<file path="src/rtl/sdr_pkg.sv">
// Shared SDRAM command encodings and init/refresh FSM states.
// RREF states exist only when SDR_AUTO_REFRESH_EN is defined.
package sdr_pkg;

  // {cs_n, ras_n, cas_n, we_n}
  typedef enum logic [3:0] {
    CmdLmr  = 4'b0000,
    CmdAref = 4'b0001,
    CmdPre  = 4'b0010,
    CmdNop  = 4'b0111
  } cmd_t;

  typedef enum logic [3:0] {
    StPwrup,
    StPre,
    StPreWait,
    StAref,
    StArefWait,
    StLmr,
    StLmrWait,
    StDone
`ifdef SDR_AUTO_REFRESH_EN
    ,
    StRref,
    StRrefWait
`endif
  } state_t;

  localparam int unsigned BaW   = 2;
  localparam int unsigned AddrW = 13;

  // A10 high selects all banks for PRECHARGE.
  localparam logic [AddrW-1:0] PreAllAddr = 13'h0400;

endpackage

</file>
<file path="src/rtl/sdr_init_refresh_if.sv">
// SDRAM command-bus bundle between the init/refresh block and its consumers.
interface sdr_init_refresh_if;
  import sdr_pkg::*;

  logic             sdr_cke;
  logic             sdr_cs_n;
  logic             sdr_ras_n;
  logic             sdr_cas_n;
  logic             sdr_we_n;
  logic [BaW-1:0]   sdr_ba;
  logic [AddrW-1:0] sdr_addr;
  logic             cmd_own;
  logic             sdr_init_done;
  logic             ref_req;
  logic             ref_overrun;
  logic             ref_gnt;

  modport master (
    output sdr_cke, sdr_cs_n, sdr_ras_n, sdr_cas_n, sdr_we_n, sdr_ba, sdr_addr,
    output cmd_own, sdr_init_done, ref_req, ref_overrun,
    input  ref_gnt
  );

  modport slave (
    input  sdr_cke, sdr_cs_n, sdr_ras_n, sdr_cas_n, sdr_we_n, sdr_ba, sdr_addr,
    input  cmd_own, sdr_init_done, ref_req, ref_overrun,
    output ref_gnt
  );

endinterface

</file>
<file path="src/rtl/sdr_ref_timer.sv">
// Periodic refresh interval timer with sticky request and overrun pulse.
module sdr_ref_timer #(
  parameter int unsigned REF_INTERVAL = 780
) (
  input  logic clk_i,
  input  logic rst_i,
  input  logic start_i,
  input  logic clear_i,
  output logic ref_req_o,
  output logic ref_overrun_o
);

  localparam int unsigned CntW = (REF_INTERVAL > 2) ? $clog2(REF_INTERVAL) : 1;

  logic            running_q, running_d;
  logic [CntW-1:0] cnt_q, cnt_d;
  logic            req_q, req_d;
  logic            ovr_q, ovr_d;
  logic            expire;

  assign expire = running_q && (cnt_q == CntW'(REF_INTERVAL - 1));

  always_comb begin
    running_d = running_q;
    cnt_d     = cnt_q;
    if (start_i) begin
      running_d = 1'b1;
      cnt_d     = '0;
    end else if (running_q) begin
      cnt_d = expire ? '0 : cnt_q + CntW'(1);
    end
    // Expiry wins over a same-edge clear so no interval is lost.
    req_d = expire | (req_q & ~clear_i);
    ovr_d = expire & req_q;
  end

  always_ff @(posedge clk_i) begin
    if (rst_i) begin
      running_q <= 1'b0;
      cnt_q     <= '0;
      req_q     <= 1'b0;
      ovr_q     <= 1'b0;
    end else begin
      running_q <= running_d;
      cnt_q     <= cnt_d;
      req_q     <= req_d;
      ovr_q     <= ovr_d;
    end
  end

  assign ref_req_o     = req_q;
  assign ref_overrun_o = ovr_q;

endmodule

</file>
<file path="src/rtl/sdr_init_refresh.sv">
// SDRAM power-up init sequencer and periodic auto-refresh issuer.
// Periodic refresh (timer, RREF states) is built only with SDR_AUTO_REFRESH_EN.
module sdr_init_refresh
  import sdr_pkg::*;
#(
  parameter int unsigned      PWRUP_CYCLES   = 20000,
  parameter int unsigned      TRP            = 3,
  parameter int unsigned      TRFC           = 7,
  parameter int unsigned      TMRD           = 2,
  parameter int unsigned      INIT_REFRESHES = 2,
  parameter logic [AddrW-1:0] MODE_REG       = 13'h033,
  parameter int unsigned      REF_INTERVAL   = 780
) (
  input logic                sdram_clk,
  input logic                sdram_rst,
  sdr_init_refresh_if.master bus
);

  // Wait states count down from T-2, so TRP, TRFC and TMRD must be at least 2.
  localparam int unsigned CntW = $clog2(PWRUP_CYCLES + TRP + TRFC + TMRD + 1);

  state_t          state_q, state_d;
  logic [CntW-1:0] cnt_q, cnt_d;
  logic [3:0]      nref_q, nref_d;

  cmd_t             cmd_q, cmd_d;
  logic             cke_q, cke_d;
  logic [BaW-1:0]   ba_q, ba_d;
  logic [AddrW-1:0] addr_q, addr_d;
  logic             own_q, own_d;
  logic             done_q, done_d;

  logic ref_req;
  logic ref_overrun;

  always_ff @(posedge sdram_clk) begin
    if (sdram_rst) begin
      state_q <= StPwrup;
      cnt_q   <= '0;
      nref_q  <= '0;
    end else begin
      state_q <= state_d;
      cnt_q   <= cnt_d;
      nref_q  <= nref_d;
    end
  end

  always_comb begin
    state_d = state_q;
    cnt_d   = cnt_q;
    nref_d  = nref_q;
    unique case (state_q)
      StPwrup: begin
        if (cnt_q == CntW'(PWRUP_CYCLES - 1)) begin
          state_d = StPre;
          cnt_d   = '0;
        end else begin
          cnt_d = cnt_q + CntW'(1);
        end
      end
      StPre: begin
        state_d = StPreWait;
        cnt_d   = CntW'(TRP - 2);
      end
      StPreWait: begin
        if (cnt_q == '0) state_d = StAref;
        else             cnt_d   = cnt_q - CntW'(1);
      end
      StAref: begin
        state_d = StArefWait;
        cnt_d   = CntW'(TRFC - 2);
        nref_d  = nref_q + 4'd1;
      end
      StArefWait: begin
        if (cnt_q == '0) state_d = (nref_q == 4'(INIT_REFRESHES)) ? StLmr : StAref;
        else             cnt_d   = cnt_q - CntW'(1);
      end
      StLmr: begin
        state_d = StLmrWait;
        cnt_d   = CntW'(TMRD - 2);
      end
      StLmrWait: begin
        if (cnt_q == '0) state_d = StDone;
        else             cnt_d   = cnt_q - CntW'(1);
      end
      StDone: begin
`ifdef SDR_AUTO_REFRESH_EN
        if (bus.ref_gnt && ref_req) state_d = StRref;
`endif
      end
`ifdef SDR_AUTO_REFRESH_EN
      StRref: begin
        state_d = StRrefWait;
        cnt_d   = CntW'(TRFC - 2);
      end
      StRrefWait: begin
        if (cnt_q == '0) state_d = StDone;
        else             cnt_d   = cnt_q - CntW'(1);
      end
`endif
      default: state_d = StPwrup;
    endcase
  end

  // Outputs are decoded from the next state and registered, so each pin
  // changes on the same edge as the state it belongs to.
  always_comb begin
    cmd_d  = CmdNop;
    cke_d  = 1'b1;
    ba_d   = '0;
    addr_d = '0;
    own_d  = 1'b1;
    unique case (state_d)
      StPwrup: cke_d = 1'b0;
      StPre: begin
        cmd_d  = CmdPre;
        addr_d = PreAllAddr;
      end
      StAref: cmd_d = CmdAref;
      StLmr: begin
        cmd_d  = CmdLmr;
        addr_d = MODE_REG;
      end
      StDone: own_d = 1'b0;
`ifdef SDR_AUTO_REFRESH_EN
      StRref: cmd_d = CmdAref;
`endif
      default: ;
    endcase
    done_d = done_q | (state_d == StDone);
  end

  always_ff @(posedge sdram_clk) begin
    if (sdram_rst) begin
      cmd_q  <= CmdNop;
      cke_q  <= 1'b0;
      ba_q   <= '0;
      addr_q <= '0;
      own_q  <= 1'b1;
      done_q <= 1'b0;
    end else begin
      cmd_q  <= cmd_d;
      cke_q  <= cke_d;
      ba_q   <= ba_d;
      addr_q <= addr_d;
      own_q  <= own_d;
      done_q <= done_d;
    end
  end

`ifdef SDR_AUTO_REFRESH_EN
  logic tmr_start;
  logic tmr_clear;

  // Timer starts only when init completes, not on return from RREF_WAIT.
  assign tmr_start = (state_q == StLmrWait) && (state_d == StDone);
  assign tmr_clear = (state_q == StDone) && (state_d == StRref);

  sdr_ref_timer #(
    .REF_INTERVAL (REF_INTERVAL)
  ) u_ref_timer (
    .clk_i         (sdram_clk),
    .rst_i         (sdram_rst),
    .start_i       (tmr_start),
    .clear_i       (tmr_clear),
    .ref_req_o     (ref_req),
    .ref_overrun_o (ref_overrun)
  );
`else
  logic        unused_ref_gnt;
  logic [31:0] unused_ref_interval;

  assign unused_ref_gnt      = bus.ref_gnt;
  assign unused_ref_interval = 32'(REF_INTERVAL);
  assign ref_req             = 1'b0;
  assign ref_overrun         = 1'b0;
`endif

  assign bus.sdr_cke       = cke_q;
  assign bus.sdr_cs_n      = cmd_q[3];
  assign bus.sdr_ras_n     = cmd_q[2];
  assign bus.sdr_cas_n     = cmd_q[1];
  assign bus.sdr_we_n      = cmd_q[0];
  assign bus.sdr_ba        = ba_q;
  assign bus.sdr_addr      = addr_q;
  assign bus.cmd_own       = own_q;
  assign bus.sdr_init_done = done_q;
  assign bus.ref_req       = ref_req;
  assign bus.ref_overrun   = ref_overrun;

endmodule

</file>
<file path="src/flat_wrapper.sv">
// flat-port wrapper written by rule: the top's interface ports become plain ports
module sdr_init_refresh_flat import sdr_pkg::*;
#(
  parameter int unsigned      PWRUP_CYCLES   = 20000,
  parameter int unsigned      TRP            = 3,
  parameter int unsigned      TRFC           = 7,
  parameter int unsigned      TMRD           = 2,
  parameter int unsigned      INIT_REFRESHES = 2,
  parameter logic [AddrW-1:0] MODE_REG       = 13'h033,
  parameter int unsigned      REF_INTERVAL   = 780
)
  (sdram_clk, sdram_rst, bus_sdr_cke, bus_sdr_cs_n, bus_sdr_ras_n, bus_sdr_cas_n, bus_sdr_we_n, bus_sdr_ba, bus_sdr_addr, bus_cmd_own, bus_sdr_init_done, bus_ref_req, bus_ref_overrun, bus_ref_gnt);
  sdr_init_refresh_if bus_i ();
  input logic sdram_clk;
  input logic sdram_rst;
  output wire logic [$bits(bus_i.sdr_cke)-1:0] bus_sdr_cke;
  output wire logic [$bits(bus_i.sdr_cs_n)-1:0] bus_sdr_cs_n;
  output wire logic [$bits(bus_i.sdr_ras_n)-1:0] bus_sdr_ras_n;
  output wire logic [$bits(bus_i.sdr_cas_n)-1:0] bus_sdr_cas_n;
  output wire logic [$bits(bus_i.sdr_we_n)-1:0] bus_sdr_we_n;
  output wire logic [$bits(bus_i.sdr_ba)-1:0] bus_sdr_ba;
  output wire logic [$bits(bus_i.sdr_addr)-1:0] bus_sdr_addr;
  output wire logic [$bits(bus_i.cmd_own)-1:0] bus_cmd_own;
  output wire logic [$bits(bus_i.sdr_init_done)-1:0] bus_sdr_init_done;
  output wire logic [$bits(bus_i.ref_req)-1:0] bus_ref_req;
  output wire logic [$bits(bus_i.ref_overrun)-1:0] bus_ref_overrun;
  input wire logic [$bits(bus_i.ref_gnt)-1:0] bus_ref_gnt;
  assign bus_sdr_cke = bus_i.sdr_cke;
  assign bus_sdr_cs_n = bus_i.sdr_cs_n;
  assign bus_sdr_ras_n = bus_i.sdr_ras_n;
  assign bus_sdr_cas_n = bus_i.sdr_cas_n;
  assign bus_sdr_we_n = bus_i.sdr_we_n;
  assign bus_sdr_ba = bus_i.sdr_ba;
  assign bus_sdr_addr = bus_i.sdr_addr;
  assign bus_cmd_own = bus_i.cmd_own;
  assign bus_sdr_init_done = bus_i.sdr_init_done;
  assign bus_ref_req = bus_i.ref_req;
  assign bus_ref_overrun = bus_i.ref_overrun;
  assign bus_i.ref_gnt = bus_ref_gnt;
  sdr_init_refresh #(.PWRUP_CYCLES(PWRUP_CYCLES), .TRP(TRP), .TRFC(TRFC), .TMRD(TMRD), .INIT_REFRESHES(INIT_REFRESHES), .MODE_REG(MODE_REG), .REF_INTERVAL(REF_INTERVAL)) u_core (.sdram_clk(sdram_clk), .sdram_rst(sdram_rst), .bus(bus_i));
endmodule
</file>
<file path="config.mk">
export PLATFORM = sky130hd
export DESIGN_NAME = sdr_init_refresh_flat
export DESIGN_NICKNAME = d
export VERILOG_FILES = /design/src/rtl/sdr_pkg.sv /design/src/rtl/sdr_init_refresh_if.sv /design/src/rtl/sdr_ref_timer.sv /design/src/rtl/sdr_init_refresh.sv /design/src/flat_wrapper.sv
export SDC_FILE = /design/constraint.sdc
export NUM_CORES = 1
export LEC_CHECK = 0
export CAP_MARGIN = 15
export CORE_UTILIZATION = 52
export CTS_BUF_LIST = sky130_fd_sc_hd__clkbuf_2 sky130_fd_sc_hd__clkbuf_4 sky130_fd_sc_hd__clkbuf_8
export DETAILED_ROUTE_END_ITERATION = 10
export GPL_TIMING_DRIVEN = 0
export PLACE_DENSITY = 0.85
export SLEW_MARGIN = 30
export SYNTH_ARGS = -nofsm -noshare
export SYNTH_HDL_FRONTEND = slang
export SYNTH_HIERARCHICAL = 1
export SYNTH_SLANG_ARGS = --single-unit
</file>
<file path="constraint.sdc">
create_clock -name sdram_clk -period 2.1 [get_ports sdram_clk]
set_clock_uncertainty 0.15 [all_clocks]
set_input_delay 0.42 -clock sdram_clk [delete_from_list [all_inputs] [get_ports sdram_clk]]
set_output_delay 0.42 -clock sdram_clk [all_outputs]
set_load 0.02 [all_outputs]
</file>
==> flow_metrics.py <==
metrics = {
    "yosys": {
        "ys_types": 60,
        "yosysSeqAreaShare_pct": 28.2,
        "synth_xor_area_share_pct": 1.99,
        "synth_top_family_by_area": "simple AND/OR/NAND/NOR gates",
        "muxShareOfSynthArea_pct": 0,
        "synthAdderAreaFrac_pct": 2.27,
        "synthCells": 274,
        "async_flop_share_pct": 0,
        "synth_area_um2": 2200,
        "synth_edf_count": 0,
        "synthSimpleGateAreaFrac_pct": 29.4,
        "synth_flop_cell": "dfxtp_1",
        "yosysWarnings": 6,
        "ys_ff_latch": 31,
        "syn_avg_cell_area_um2": 8.03,
        "synth-compound-area-share_pct": 24.6,
    },
    "clock_tree": {
        "clk_path_buf_depth": 2,
        "htree_levels": 2,
        "clk_pin_slew_ps": 70,
        "cts_tree": "built",
        "cts-root-buf": "clkbuf_8",
        "cts_buffers": 5,
        "worstSkewPairLatency_ps": 290,
        "clock-sinks": 31,
    },
    "placement": {
        "place_congestion": 1.03,
        "io_buffers": 12,
        "dp_slack_ps": -456,
        "dp_hpwl_mm": 4.07,
    },
    "sta": {
        "hold_slack_ps": 329,
        "tightest_slew_ps": 535,
        "max_freq_mhz": 472,
        "slew_viol_final": 0,
        "rsz0062_at_grt": "yes",
        "relSlewSlack_pct": 64.3,
        "hold_viol": 0,
        "fin_crit_ps": 2120,
        "setup_viol": 1,
        "setup_ws_ps": -17.1,
        "period_share_pct": 101,
    },
    "power_and_ir_drop": {
        "p_leak_nw": 1.11,
        "power_density_nw_per_um2": 468,
        "vdd.ir_drop.worst_v": 0.000294,
    },
    "floorplanning": {
        "die_x_um": 67.1,
        "die_h_um": 67.1,
        "initial_utilization_pct": 54.6,
        "core_area_um2": 4030,
        "design.die.area_um2": 4500,
        "ios": 27,
        "num_rows": 23,
    },
    "routing": {
        "detail_route.vias_per_cell": 6.14,
        "drt-pass1-iter-count": 7,
        "routedWlPerCell_um": 17.0,
        "num_vias": 2321,
        "drtIter0Drc": 213,
        "drt_wl_total_mm": 6.41,
        "drc": 0,
        "final_antenna_net_count": 0,
    },
    "critical_path": {
        "path_class": "flop to flop",
        "cp.arrival_ps": 2180,
        "path_cells": "ha_4, nand3_4, or4b_4, or4_4, a31oi_1",
        "crit_fanout": 5,
        "crit_required_ps": 2160,
        "path_buf_inv": 0,
        "cp_top_family": "simple AND/OR/NAND/NOR gates",
        "slowest_delay_ps": 550,
        "cp_slowest_cell": "or4b_4",
        "cp-start-kind": "flop",
        "end_kind": "flop",
    },
    "run_status": {
        "status": "complete, but fails checks",
        "violations": "negative setup slack",
    },
    "job": {
        "cap_violations": 0,
    },
    "grt": {
        "track_usage_pct": 30.0,
        "grt_overflow_total": 0,
        "grt_pass1_wl_mm": 10.0,
        "grt_pass1_vias": 2133,
        "grt_max_degree": 12,
        "grt_antenna_before_repair": 0,
    },
    "layout": {
        "area_growth_pct": 30.3,
        "nNetsFinal": 334,
        "drive_gt1_share_pct": 32.9,
        "antennaDiodeCount": 0,
    },
    "hold_path": {
        "min_path_type": "flop to flop",
    },
}
## flip-flops by register name, indices dropped and copies added (netlist names)
register	cells
u_core/bus.cmd_own	1
u_core/bus.sdr_addr	2
u_core/cnt_q	15
u_core/cmd_q	3
u_core/state_q	4
u_core/bus.sdr_cke	1
u_core/bus.sdr_init_done	1
u_core/nref_q	4
## Yosys cell counts, types with 5 or more instances
cell / number / share of area [%]
nor3_1: 17 / 3.9
o21ai_0: 8 / 1.8
a21oi_1: 9 / 2.0
and4_1: 5 / 2.0
o21ai_1: 8 / 1.8
a211oi_1: 5 / 1.7
buf_4: 17 / 5.8
buf_2: 7 / 1.6
nor2_1: 22 / 3.8
nand4_1: 5 / 1.4
inv_1: 11 / 1.9
a221oi_1: 5 / 2.0
nand2_1: 24 / 4.1
dfxtp_1: 31 / 28
clkbuf_1: 9 / 1.5
nand3_1: 8 / 1.8
## layer usage
layer,wire (um),up-vias,GRT usage [%],part of all wire (%)
met3,491,24,6.68,7.7
met1,2670,1061,36.2,42
li1,-,1089,-,-
met2,2980,147,49.1,46
met4,265,0,15.2,4.1
met5,0,-,0,0
## cell families (layout without fill, tap and decap cells)
| family | count (synthesis) | after routing |
|---|---|---|
| AND/OR/NAND/NOR | 114 | 114 |
| AO/OA/AOI/OAI | 69 | 69 |
| buffers and inverters | 50 | 91 |
| flip-flops | 31 | 31 |
| XOR/XNOR | 5 | 5 |
| adder cells (fa/ha/maj) | 4 | 4 |
| other | 1 | 14 |
## area by class of cell
class	count	area (um^2)
Multi-Input combinational cell	206	1470
Fill cell	306	1160
Sequential cell	31	637
Timing Repair Buffer	36	304
Buffer	36	259
Clock buffer	5	68.8
Tap cell	50	62.6
Inverter	11	46.3
Clock inverter	3	20.0
## worst register-to-register path: cells and delay by family (launching register included)
| family | cells | cell delay [ps] |
|---|---|---|
| AND/OR/NAND/NOR | 3 | 1170 |
| flip-flops | 1 | 390 |
| adder cells (fa/ha/maj) | 1 | 180 |
| AO/OA/AOI/OAI | 1 | 160 |
## cell usage in the layout (no fill, tap or decap), types with 5 or more instances in the layout
cell type        instances
nand2_1                 23
nand3_1                  5
o21ai_0                  8
nor3_1                  17
dfxtp_1                 24
nand4_1                  5
a21oi_1                  9
buf_4                   41
o21ai_1                  8
buf_2                    7
buf_6                    6
clkdlybuf4s50_1         12
nor2_1                  22
inv_1                    9
clkbuf_8                 5
conb_1                  14
## power breakdown
part	total [mW]	internal, mW	switching, mW
Sequential	0.613	0.596	0.0174
Clock	0.478	0.230	0.247
Combinational	0.251	0.108	0.143
Total	1.34	0.934	0.407
## path summary, 6_finish.rpt
check | startpoint | end | slack (ps) | depth (start not counted)
worst max-delay path | u_core/cnt_q[1] | u_core/cnt_q[12] | -20 | 5
worst min-delay path | u_core/bus.sdr_init_done | u_core/bus.sdr_init_done | 330 | 1
worst max register to register | u_core/cnt_q[1] | u_core/cnt_q[12] | -20 | 5
worst min register to register | u_core/bus.sdr_init_done | u_core/bus.sdr_init_done | 330 | 1
## per-stage QoR
| step | setup TNS (ps) | utilization (%) | cells | power (mW) | instance area (um^2) |
|---|---|---|---|---|---|
| finish | -17.1 | 71.2 | 378 | 1.34 | 2870 |
| global route | -188 | 71.2 | 378 | 1.40 | 2870 |
| detailed placement | -5650 | 61.1 | 349 | 0.814 | 2460 |
| CTS | -30.3 | 69.4 | 376 | 1.34 | 2800 |
| global placement | -5360 | 61.1 | 349 | 0.812 | 2460 |
| floorplan | -36.6 | - | 287 | 0.774 | 2280 |
## repair_timing
item | 4_1_cts | 5_1_grt
setup buffers | 20 | 4
resized for setup | 25 | 23
pin swaps | 8 | 8
endpoints found under the setup margin | 23 | 22
hold buffers | 0 | 0
Power figures use the tool's default switching activity.
